$ cat config.mk
export PLATFORM = sky130hd
export DESIGN_NAME = pic_vec_ctrl
export DESIGN_NICKNAME = d
export VERILOG_FILES = /design/src/rtl/pic_pkg.sv /design/src/rtl/pic_prio_enc.sv /design/src/rtl/pic_vec_ctrl.sv
export SDC_FILE = /design/constraint.sdc
export NUM_CORES = 1
export LEC_CHECK = 0
export ABC_AREA = 1
export CORE_MARGIN = 2
export CORE_UTILIZATION = 46
export CTS_CLUSTER_DIAMETER = 120
export DETAILED_ROUTE_END_ITERATION = 16
export PLACE_DENSITY = 0.81
export SYNTH_ARGS = -nofsm -noshare
export SYNTH_HDL_FRONTEND = slang
export SYNTH_SLANG_ARGS = --single-unit
$ cat constraint.sdc
create_clock -name clk_i -period 1.87 [get_ports clk_i]
set_input_delay 0.4675 -clock clk_i [delete_from_list [all_inputs] [get_ports clk_i]]
set_output_delay 0.4675 -clock clk_i [all_outputs]
set_load 0.01 [all_outputs]
$ cat src/rtl/pic_pkg.sv
// pic_pkg: register offsets, bus states and id-width helpers shared by the PIC files
package pic_pkg;
  localparam logic [2:0] PIC_IRR    = 3'd0;
  localparam logic [2:0] PIC_IMR    = 3'd1;
  localparam logic [2:0] PIC_ISR    = 3'd2;
  localparam logic [2:0] PIC_MODE   = 3'd3;
  localparam logic [2:0] PIC_VECTOR = 3'd4;
  localparam logic [2:0] PIC_EOI    = 3'd5;
  localparam logic [2:0] PIC_CTRL   = 3'd6;
  localparam int EOI_NSPEC_BIT = 31;
  typedef enum logic {BUS_IDLE, BUS_ACK} bus_st_e;
  function automatic int clog2(input int v);
    int r;
    r = 0;
    while ((1 << r) < v) r++;
    return r;
  endfunction
  function automatic int id_width(input int n);
    return (clog2(n) < 1) ? 1 : clog2(n);
  endfunction
endpackage

$ cat src/rtl/pic_prio_enc.sv
// pic_prio_enc: find-first-set, index 0 has the highest priority
module pic_prio_enc import pic_pkg::*; #(
  parameter int N = 8,
  parameter int ID_W = id_width(N)
) (
  input  logic [N-1:0]    vec,
  output logic [ID_W-1:0] idx,
  output logic            valid
);
  // scan from the top so the lowest set index is the last one written
  always_comb begin
    idx = '0;
    valid = 1'b0;
    for (int i = N - 1; i >= 0; i--)
      if (vec[i]) begin
        idx = ID_W'(i);
        valid = 1'b1;
      end
  end
endmodule

$ cat src/rtl/pic_vec_ctrl.sv
// pic_vec_ctrl: vectored, nested interrupt controller with a Wishbone register interface
module pic_vec_ctrl import pic_pkg::*; #(
  parameter int          NUM_IRQ     = 8,
  parameter int          SYNC_STAGES = 2,
  parameter logic [7:0]  VEC_BASE    = 8'h20
) (
  input  logic               clk_i,
  input  logic               rst_n_i,
  input  logic               cyc_i,
  input  logic               stb_i,
  input  logic               we_i,
  input  logic [3:0]         sel_i,
  input  logic [31:0]        adr_i,
  input  logic [31:0]        dat_i,
  output logic [31:0]        dat_o,
  output logic               ack_o,
  output logic               int_o,
  input  logic [NUM_IRQ-1:0] irq_i
);
  localparam int N = NUM_IRQ;
  localparam int ID_W = id_width(NUM_IRQ);
  bus_st_e st_q, st_d;
  logic [SYNC_STAGES-1:0][N-1:0] sync_q, sync_d;
  logic [N-1:0] s_prev_q, irr_q, irr_d, isr_q, isr_d, imr_q, imr_d, mode_q, mode_d;
  logic en_q, en_d, int_q, int_d;
  logic [31:0] dat_q, dat_d;
  logic [ID_W-1:0] p_idx, h_idx;
  logic p_valid, h_valid;
  logic [N-1:0] s, rise, p_hot, h_hot, inta_set, irr_clr, eoi_clr;
  logic acc, rd, wr;
  logic [2:0] reg_sel;
  logic [31:0] wm, wd, rdata;
  logic [7:0] vec_byte;
  logic unused_bits;

  pic_prio_enc #(.N(N), .ID_W(ID_W)) u_p (.vec(irr_q & ~imr_q), .idx(p_idx), .valid(p_valid));
  pic_prio_enc #(.N(N), .ID_W(ID_W)) u_h (.vec(isr_q), .idx(h_idx), .valid(h_valid));

  assign s = sync_q[SYNC_STAGES-1];
  assign dat_o = dat_q;
  assign ack_o = (st_q == BUS_ACK);
  assign int_o = int_q;
  assign unused_bits = ^{adr_i[31:5], adr_i[1:0], wd};

  // decode the access; an INTA set and a new edge win over the clears they race with
  always_comb begin
    acc = cyc_i & stb_i & (st_q == BUS_IDLE);
    rd = acc & ~we_i;
    wr = acc & we_i;
    reg_sel = adr_i[4:2];
    wm = {{8{sel_i[3]}}, {8{sel_i[2]}}, {8{sel_i[1]}}, {8{sel_i[0]}}};
    wd = dat_i & wm;
    rise = s & ~s_prev_q;
    p_hot = N'(1) << p_idx;
    h_hot = N'(1) << h_idx;
    inta_set = (rd && reg_sel == PIC_VECTOR && p_valid) ? p_hot : '0;
    irr_clr = inta_set & ~mode_q;
    eoi_clr = !(wr && reg_sel == PIC_EOI) ? '0 :
              wd[EOI_NSPEC_BIT] ? (h_valid ? h_hot : '0) :
              sel_i[0] ? N'(32'd1 << wd[4:0]) : '0;
    vec_byte = VEC_BASE + 8'(p_idx);
    rdata = reg_sel == PIC_IRR    ? 32'(irr_q) :
            reg_sel == PIC_IMR    ? 32'(imr_q) :
            reg_sel == PIC_ISR    ? 32'(isr_q) :
            reg_sel == PIC_MODE   ? 32'(mode_q) :
            reg_sel == PIC_VECTOR ? (p_valid ? {1'b1, 23'b0, vec_byte} : {24'b0, VEC_BASE}) :
            reg_sel == PIC_CTRL   ? {31'b0, en_q} : '0;
    st_d = acc ? BUS_ACK : BUS_IDLE;
    sync_d = {sync_q[SYNC_STAGES-2:0], irq_i};
    irr_d = (mode_q & s) | (~mode_q & ((irr_q & ~irr_clr) | rise));
    isr_d = (isr_q & ~eoi_clr) | inta_set;
    imr_d = (wr && reg_sel == PIC_IMR) ? (imr_q & ~wm[N-1:0]) | wd[N-1:0] : imr_q;
    mode_d = (wr && reg_sel == PIC_MODE) ? (mode_q & ~wm[N-1:0]) | wd[N-1:0] : mode_q;
    en_d = (wr && reg_sel == PIC_CTRL && sel_i[0]) ? dat_i[0] : en_q;
    int_d = en_q & p_valid & (~h_valid | (p_idx < h_idx));
    dat_d = rd ? rdata : '0;
  end

  // state registers; reset leaves every source masked and the controller disabled
  always_ff @(posedge clk_i or negedge rst_n_i) begin
    if (!rst_n_i) begin
      st_q <= BUS_IDLE;
      sync_q <= '0;
      s_prev_q <= '0;
      irr_q <= '0;
      isr_q <= '0;
      imr_q <= '1;
      mode_q <= '0;
      en_q <= 1'b0;
      int_q <= 1'b0;
      dat_q <= '0;
    end else begin
      st_q <= st_d;
      sync_q <= sync_d;
      s_prev_q <= s;
      irr_q <= irr_d;
      isr_q <= isr_d;
      imr_q <= imr_d;
      mode_q <= mode_d;
      en_q <= en_d;
      int_q <= int_d;
      dat_q <= dat_d;
    end
  end
endmodule
# After elaboration in Yosys (flattened, before gate mapping)
# Cells that the tools add are included.
# totals
ff_bits	91
input_bits	81
wordCells	107
# classes
add_sub_neg	1
n_lt_le_gt_ge	1
eq_ne	6
n_shift	3
n_mux	46
bitwise_logic	31
reduce_logical	8
# op_table
cell	n
two-way mux 32 bit	7
AND 8 bit	9
two-way mux 3 bit	16
inverter 8 bit	6
two-way mux 8 bit	5
bitwise OR 8 bit	5
AND 32 bit	1
two-way mux 1 bit	18
left shift 1 x 3 -> 8 bit (first input constant)	2
equality test 3 bit (second input constant)	3
left shift 1 x 5 -> 8 bit (first input constant)	1
adder 6 x 3 -> 7 bit (first input constant)	1
logical AND 1 bit	7
AND 1 bit	6
equality test 3 x 2 -> 1 bit (second input constant)	2
equality test 3 x 1 -> 1 bit (second input constant)	1
logical NOT 3 bit	1
less-than comparator 3 bit	1
inverter 1 bit	3
bitwise OR 1 bit	1

# Logic depth before layout (Yosys ltp)
# Gate-level depths: netlist of the first run.
# depth
ltp_word	18
mapped_depth	14

# Modules after synthesis
# Synthesis of the first run repeated with hierarchy kept, for this count alone.
# unflattened
hier_cells	428
hier_area_um2	3387.0
# modules_own_cells
module	n_inst	cells_each	area_each_um2	seq_area_each_um2
pic_vec_ctrl	1	384	3189.3	1711.6
pic_prio_enc	2	22	98.8	0.0

# Least setup slack after synthesis of the first run
# OpenSTA, ideal clock, no wires.
# synth_path
kind	register to register
start	register (tool-made name)
end	register int_q, in the netlist int_o
setup_time_ps	77
arrival_time_ps	1525
required_ps	1793
path_slack_ps	268
path_stages_with_launch	12
path_cell_list	dfstp_2 -> inv_2 -> nand2_1 -> nand2_1 -> nor2_2 -> nor3_4 -> ha_1 -> nand2_1 -> inv_1 -> nand2_1 -> nand2_1 -> a21oi_1
# synth_rtl
item	line_no	source
end signal: assignment	pic_vec_ctrl.sv:101	int_q <= int_d;
end: declaration	pic_vec_ctrl.sv:25	logic en_q, en_d, int_q, int_d;

==> impl_metrics.json, run 1 <==
{
  "io_pins": 115,
  "fp.coreArea_um2": 7210,
  "outcome": "finished clean",
  "worstSkewPairLatency_ns": 0.35,
  "vias_per_cell": 4.80,
  "grt_overflow": 0,
  "fin_hold_ws_ns": 0.115,
  "synth_top_area_cell": "dfrtp_1",
  "area_growth_pct": 25.0,
  "grt_max_degree": 69,
  "grtUsageTotal_pct": 19.9,
  "peakVddDrop_v": 0.000499,
  "worstSetupPathType": "reg -> reg",
  "rr_worst_depth": 11,
  "finalCritPeriodShare_pct": 94.3,
  "pwr_density_cell_nw_per_um2": 856,
  "htreeDepth": 3,
  "vias": 2750,
  "drt_iter0_drc": 210,
  "postSynth.asyncResetShare_pct": 100,
  "stdcell_area_um2": 4250,
  "cts_inserted_buffers": 9,
  "yosysTopAreaCellShare_pct": 44.1,
  "utilization_pct": 58.9,
  "drive_gt1_share_pct": 24.1,
  "power_mw": 3.64,
  "drtPass1Iterations": 4,
  "synthTopCellsByArea": "dfrtp_1 44%, nand2_1 12%, dfstp_2 6.2%",
  "required_ns": 2.15,
  "final_nets": 552,
  "grt_pass1_wl_um": 12500,
  "cp-end-kind": "flop",
  "drv_cap": 0,
  "grt_pass1_vias": 2654,
  "port_buffers": 37,
  "setup_violations": 0,
  "synth_seq_cells": 68,
  "yosysWarnings": 0,
  "avgRoutedWirePerCell_um": 13.5,
  "synth_edf_count": 0,
  "ctsHoldBuffers": 0,
  "cp_data_arrival_time_ns": 2.04,
  "fmax_ghz": 0.567,
  "die_w_um": 90,
  "synth_seq_area_share_pct": 50.3,
  "setup_tns_ns": 0,
  "cts_max_path_buffers": 2,
  "antenna_cells": 0,
  "final.setup_skew_ns": 0.0112,
  "hold_violations": 0,
  "hp-class": "in -> async",
  "syn_area_um2": 3400,
  "slew_viol_final": 0,
  "postRouteAntennaNets": 0,
  "cts-root-buf": "clkbuf_8",
  "row_count": 31,
  "synth.top_cells.by_count": "112 x nand2_1, 60 x dfrtp_1, 42 x inv_1",
  "die_area_um2": 8100,
  "antenna_found_initial": 0,
  "finalWirelength_um": 7760,
  "gp_congestion": 0.936,
  "ys_types": 35,
  "worstPathMaxFanout": 3,
  "placed_area_um2": 4040,
  "start_util_pct": 47.2,
  "netlist_instances": 395,
  "cts.sink_count": 68,
  "hpwl_um": 5910,
  "drc": 0,
  "syn-mean-instance-area_um2": 8.61,
  "period_minus_slack_ns": 1.76,
  "die_h_um": 90,
  "rsz0062_at_grt": "no",
  "p_leak_nw": 2.06,
  "cts_tree": "done",
  "startpoint_type": "flop",
  "synth_ff_type": "dfrtp_1",
  "post-synth-top-count-cell": "nand2_1",
  "cts.reportedPaths.clkPinSlew_ns": 0.08
}
-- cells in the final DEF (no fill, tap or decap), drive strengths merged --
cell,instances
nor2,26
nor3,4
nand4,2
a31oi,3
bufinv,1
nor4,1
clkdlybuf4s50,36
nand2,120
nand3,22
a211oi,2
conb,23
inv,60
o21ai,29
a22oi,4
buf,30
clkinv,6
a21oi,20
dfstp,8
o211ai,3
clkbuf,9
clkinvlp,1
ha,2
o2111ai,2
dfrtp,60
-- layout make-up --
cell class | instances | area [um^2]
fillers | 668 | 2960
flip-flops and latches | 68 | 1710
clock inverters | 7 | 81.3
multi-input cells | 263 | 1360
well taps | 99 | 124
repair buffers | 66 | 621
inverters | 61 | 230
clock buffers | 9 | 124
-- through the flow --
stage                     setup slack, ns  instances
after detailed placement           -0.198        557
after global placement             -0.188        557
after global routing              0.00392        573
after floorplan                     0.268        417
final                               0.107        573
after CTS                           0.107        573
-- cell families (layout without fill, tap and decap cells) --
group / count (synthesis) / in the layout / synth area share, %
AOI/OAI and AO/OA: 63 / 63 / 12.9
adders and majority gates: 2 / 2 / 0.735
buffers and inverters: 86 / 143 / 12.4
DFF: 68 / 68 / 50.3
other: 1 / 23 / 0.110
and+or+nand+nor: 175 / 175 / 23.6
-- worst paths after layout --
path                       slack [ns]        from                         end
max in group asynchronous        1.43     rst_n_i  asynchronous set/reset pin
max                              0.11        flop                       int_o
max reg2reg                      0.11        flop                       int_o
min                              0.11     rst_n_i                  sync_d[11]
min reg2reg                      0.35  sync_d[13]                        s[5]
min in group clk_i               0.35  sync_d[13]                        s[5]
-- power by group --
part | switching, mW | internal [mW] | leakage [nW]
registers | 0.100 | 1.61 | 0.813
clock network | 0.615 | 0.633 | 0.101
logic | 0.413 | 0.266 | 1.14
-- worst max-delay path, cell delays in order, from the launching register on --
cell and delay [ns]:
dfstp_2 0.56, inv_2 0.03, nand2_1 0.10, nand2_1 0.08, nor2_2 0.23, nor3_4 0.08
ha_1 0.30, nand2_1 0.07, inv_1 0.03, nand2_1 0.05, nand2_1 0.04, a21oi_1 0.12
-- routing by layer --
metal	track usage, %	vias up	wire length [um]	share of wire [%]
met1	25.4	1303	3420	44
li1	-	1355	-	-
met2	31.8	80	3780	49
met3	5.87	12	453	5.8
met5	0	-	0	0
met4	8.46	0	108	1.4
-- repair_timing --
action                     CTS  global route
buffers inserted             0             0
gates resized for setup      0             1
setup endpoints to repair    0             1
Power figures use the tool's default switching activity.
==> run 2, diff against run 1 <==
RECOVER_POWER = 25   (was not set)
==> impl_metrics.json, run 2 (synthesis gave the netlist of run 1 again) <==
{
  "holdPathStages": 0,
  "cts_tree": "done",
  "cts.sink_count": 68,
  "drive_gt1_share_pct": 24.1,
  "finalCritPeriodShare_pct": 94.3,
  "drv_cap": 0,
  "worstSetupPathType": "reg -> reg",
  "die_h_um": 90,
  "drc": 0,
  "path_cells": "inv_2, nand2_1, nand2_1, nor2_2, nor3_4, ha_1, nand2_1, inv_1, nand2_1, nand2_1, a21oi_1",
  "antenna_found_initial": 0,
  "crit_slowest_cell": "dfstp_2",
  "grt_overflow": 0,
  "p_int_mw": 2.51,
  "pwr-share-clk_pct": 34.3,
  "crit_path_max_incr_delay_ns": 0.56,
  "comb_power_share_pct": 18.6,
  "area_growth_pct": 24.5,
  "min_to": "s[5]",
  "fillers": 669,
  "worstSkewPairLatency_ns": 0.35,
  "final.setup_skew_ns": 0.0112,
  "rsz0062_at_grt": "no",
  "required_ns": 2.15,
  "hpwl_um": 5910,
  "startpoint_type": "flop",
  "worstPathMaxFanout": 3,
  "start_util_pct": 47.2,
  "avgRoutedWirePerCell_um": 13.6,
  "peakVddDrop_v": 0.000499,
  "final_nets": 552,
  "setup_violations": 0,
  "die_area_um2": 8100,
  "drt_iter0_drc": 210,
  "grt_pass1_wl_um": 12500,
  "setup_tns_ns": 0,
  "switchingPower_mw": 1.13,
  "crit_top_cell": "nand2_1",
  "power_mw": 3.64,
  "multi_input_area_um2": 1360,
  "vias_per_cell": 4.80,
  "p_leak_nw": 2.05,
  "port_buffers": 37,
  "cp-end-kind": "flop",
  "outcome": "finished clean",
  "rr_worst_depth": 11,
  "grtUsageTotal_pct": 19.9,
  "worstHoldStart": "sync_d[13]",
  "r2r_slack_ns": 0.11,
  "slew-limit-headroom_pct": 4.21,
  "cts_max_path_buffers": 2,
  "die_w_um": 90,
  "critical_path_buf_inv_count": 2,
  "switching_share_pct": 31.0,
  "vias": 2750,
  "io_pins": 115,
  "hp-class": "reg -> reg",
  "seqPwrFrac_pct": 47.1,
  "gp_congestion": 0.936,
  "grt_max_degree": 69,
  "row_count": 31,
  "worst_slew_pin_slew_ns": 1.44,
  "cts-root-buf": "clkbuf_8",
  "period_minus_slack_ns": 1.76,
  "grt_pass1_vias": 2654,
  "finalWirelength_um": 7770,
  "drtPass1Iterations": 4,
  "critical_path.top_delay_family": "simple AND/OR/NAND/NOR gates",
  "cts_inserted_buffers": 9,
  "slew_viol_final": 0,
  "hold_violations": 0,
  "final_cell_mix": "112 x nand2_1, 60 x dfrtp_1, 42 x inv_1",
  "seq_area_um2": 1710,
  "r2r-end": "int_o",
  "fmax_ghz": 0.567,
  "final_common_cell": "nand2_1",
  "cp_data_arrival_time_ns": 2.04,
  "ctsHoldBuffers": 0,
  "cts.reportedPaths.clkPinSlew_ns": 0.08,
  "postRouteAntennaNets": 0,
  "pwr_density_cell_nw_per_um2": 858,
  "fp.coreArea_um2": 7210,
  "antenna_cells": 0,
  "htreeDepth": 3
}
==> run 2: cell counts in the layout (fill, tap and decap cells not counted) <==
Identical to the previous run, type by type.
==> run 2: what timing repair did <==
item / in CTS / in global routing
endpoints found under the setup margin: 0 / 1
resized for setup: 0 / 1
setup buffers: 0 / 0
==> run 2: worst max path at each step <==
stage / end / cells after the start / start
after global routing: int_o / 11 / flop
after CTS: int_o / 11 / flop
final: int_o / 11 / flop
after global placement: isr_q[1] / 8 / stb_i
after floorplan: int_o / 11 / flop
after detailed placement: isr_q[1] / 8 / stb_i
==> run 2: power by group through the flow <==
| stage | Sequential [mW] | Combinational [mW] | Clock (mW) |
|---|---|---|---|
| 6_report | 1.71 | 0.675 | 1.25 |
| 5_1_grt | 1.73 | 0.757 | 1.34 |
| 4_1_cts | 1.71 | 0.678 | 1.27 |
| 3_5_place_dp | 1.74 | 0.676 | 0 |
| 3_3_place_gp | 1.73 | 0.656 | 0 |
| 2_1_floorplan | 1.71 | 0.473 | 0 |
==> run 2: per-layer routing <==
metal	routed length, um	up-vias	GRT usage [%]
li1	-	1355	-
met1	3420	1303	25.4
met2	3780	80	31.8
met3	453	12	5.87
met4	108	0	8.46
met5	0	-	0
==> run 2: area by class of cell <==
| type | count | share of cell area, % |
|---|---|---|
| Clock buffer | 9 | 2.92 |
| Clock inverter | 7 | 1.92 |
| Inverter | 61 | 5.43 |
| Multi-Input combinational cell | 263 | 32.1 |
| Sequential cell | 68 | 40.4 |
| Tap cell | 99 | 2.92 |
| Timing Repair Buffer | 66 | 14.3 |
==> run 2: per-stage QoR <==
stage / setup WS (ns) / instance area, um^2 / hold WS (ns) / util (%) / cells
global route: 0.00392 / 4240 / 0.359 / 58.7 / 573
CTS: 0.107 / 4240 / 0.119 / 58.8 / 573
finish: 0.107 / 4240 / 0.352 / 58.7 / 573
floorplan: 0.268 / 3480 / 0.172 / - / 417
global placement: -0.188 / 4040 / 0.332 / 56.0 / 557
detailed placement: -0.198 / 4040 / 0.335 / 56.0 / 557
==> run 2: worst register-to-register path, cell delays in order (launching register included) <==
cell and delay [ns]:
dfstp_2 0.56, inv_2 0.03, nand2_1 0.10, nand2_1 0.08, nor2_2 0.23, nor3_4 0.08
ha_1 0.30, nand2_1 0.07, inv_1 0.03, nand2_1 0.05, nand2_1 0.04, a21oi_1 0.12
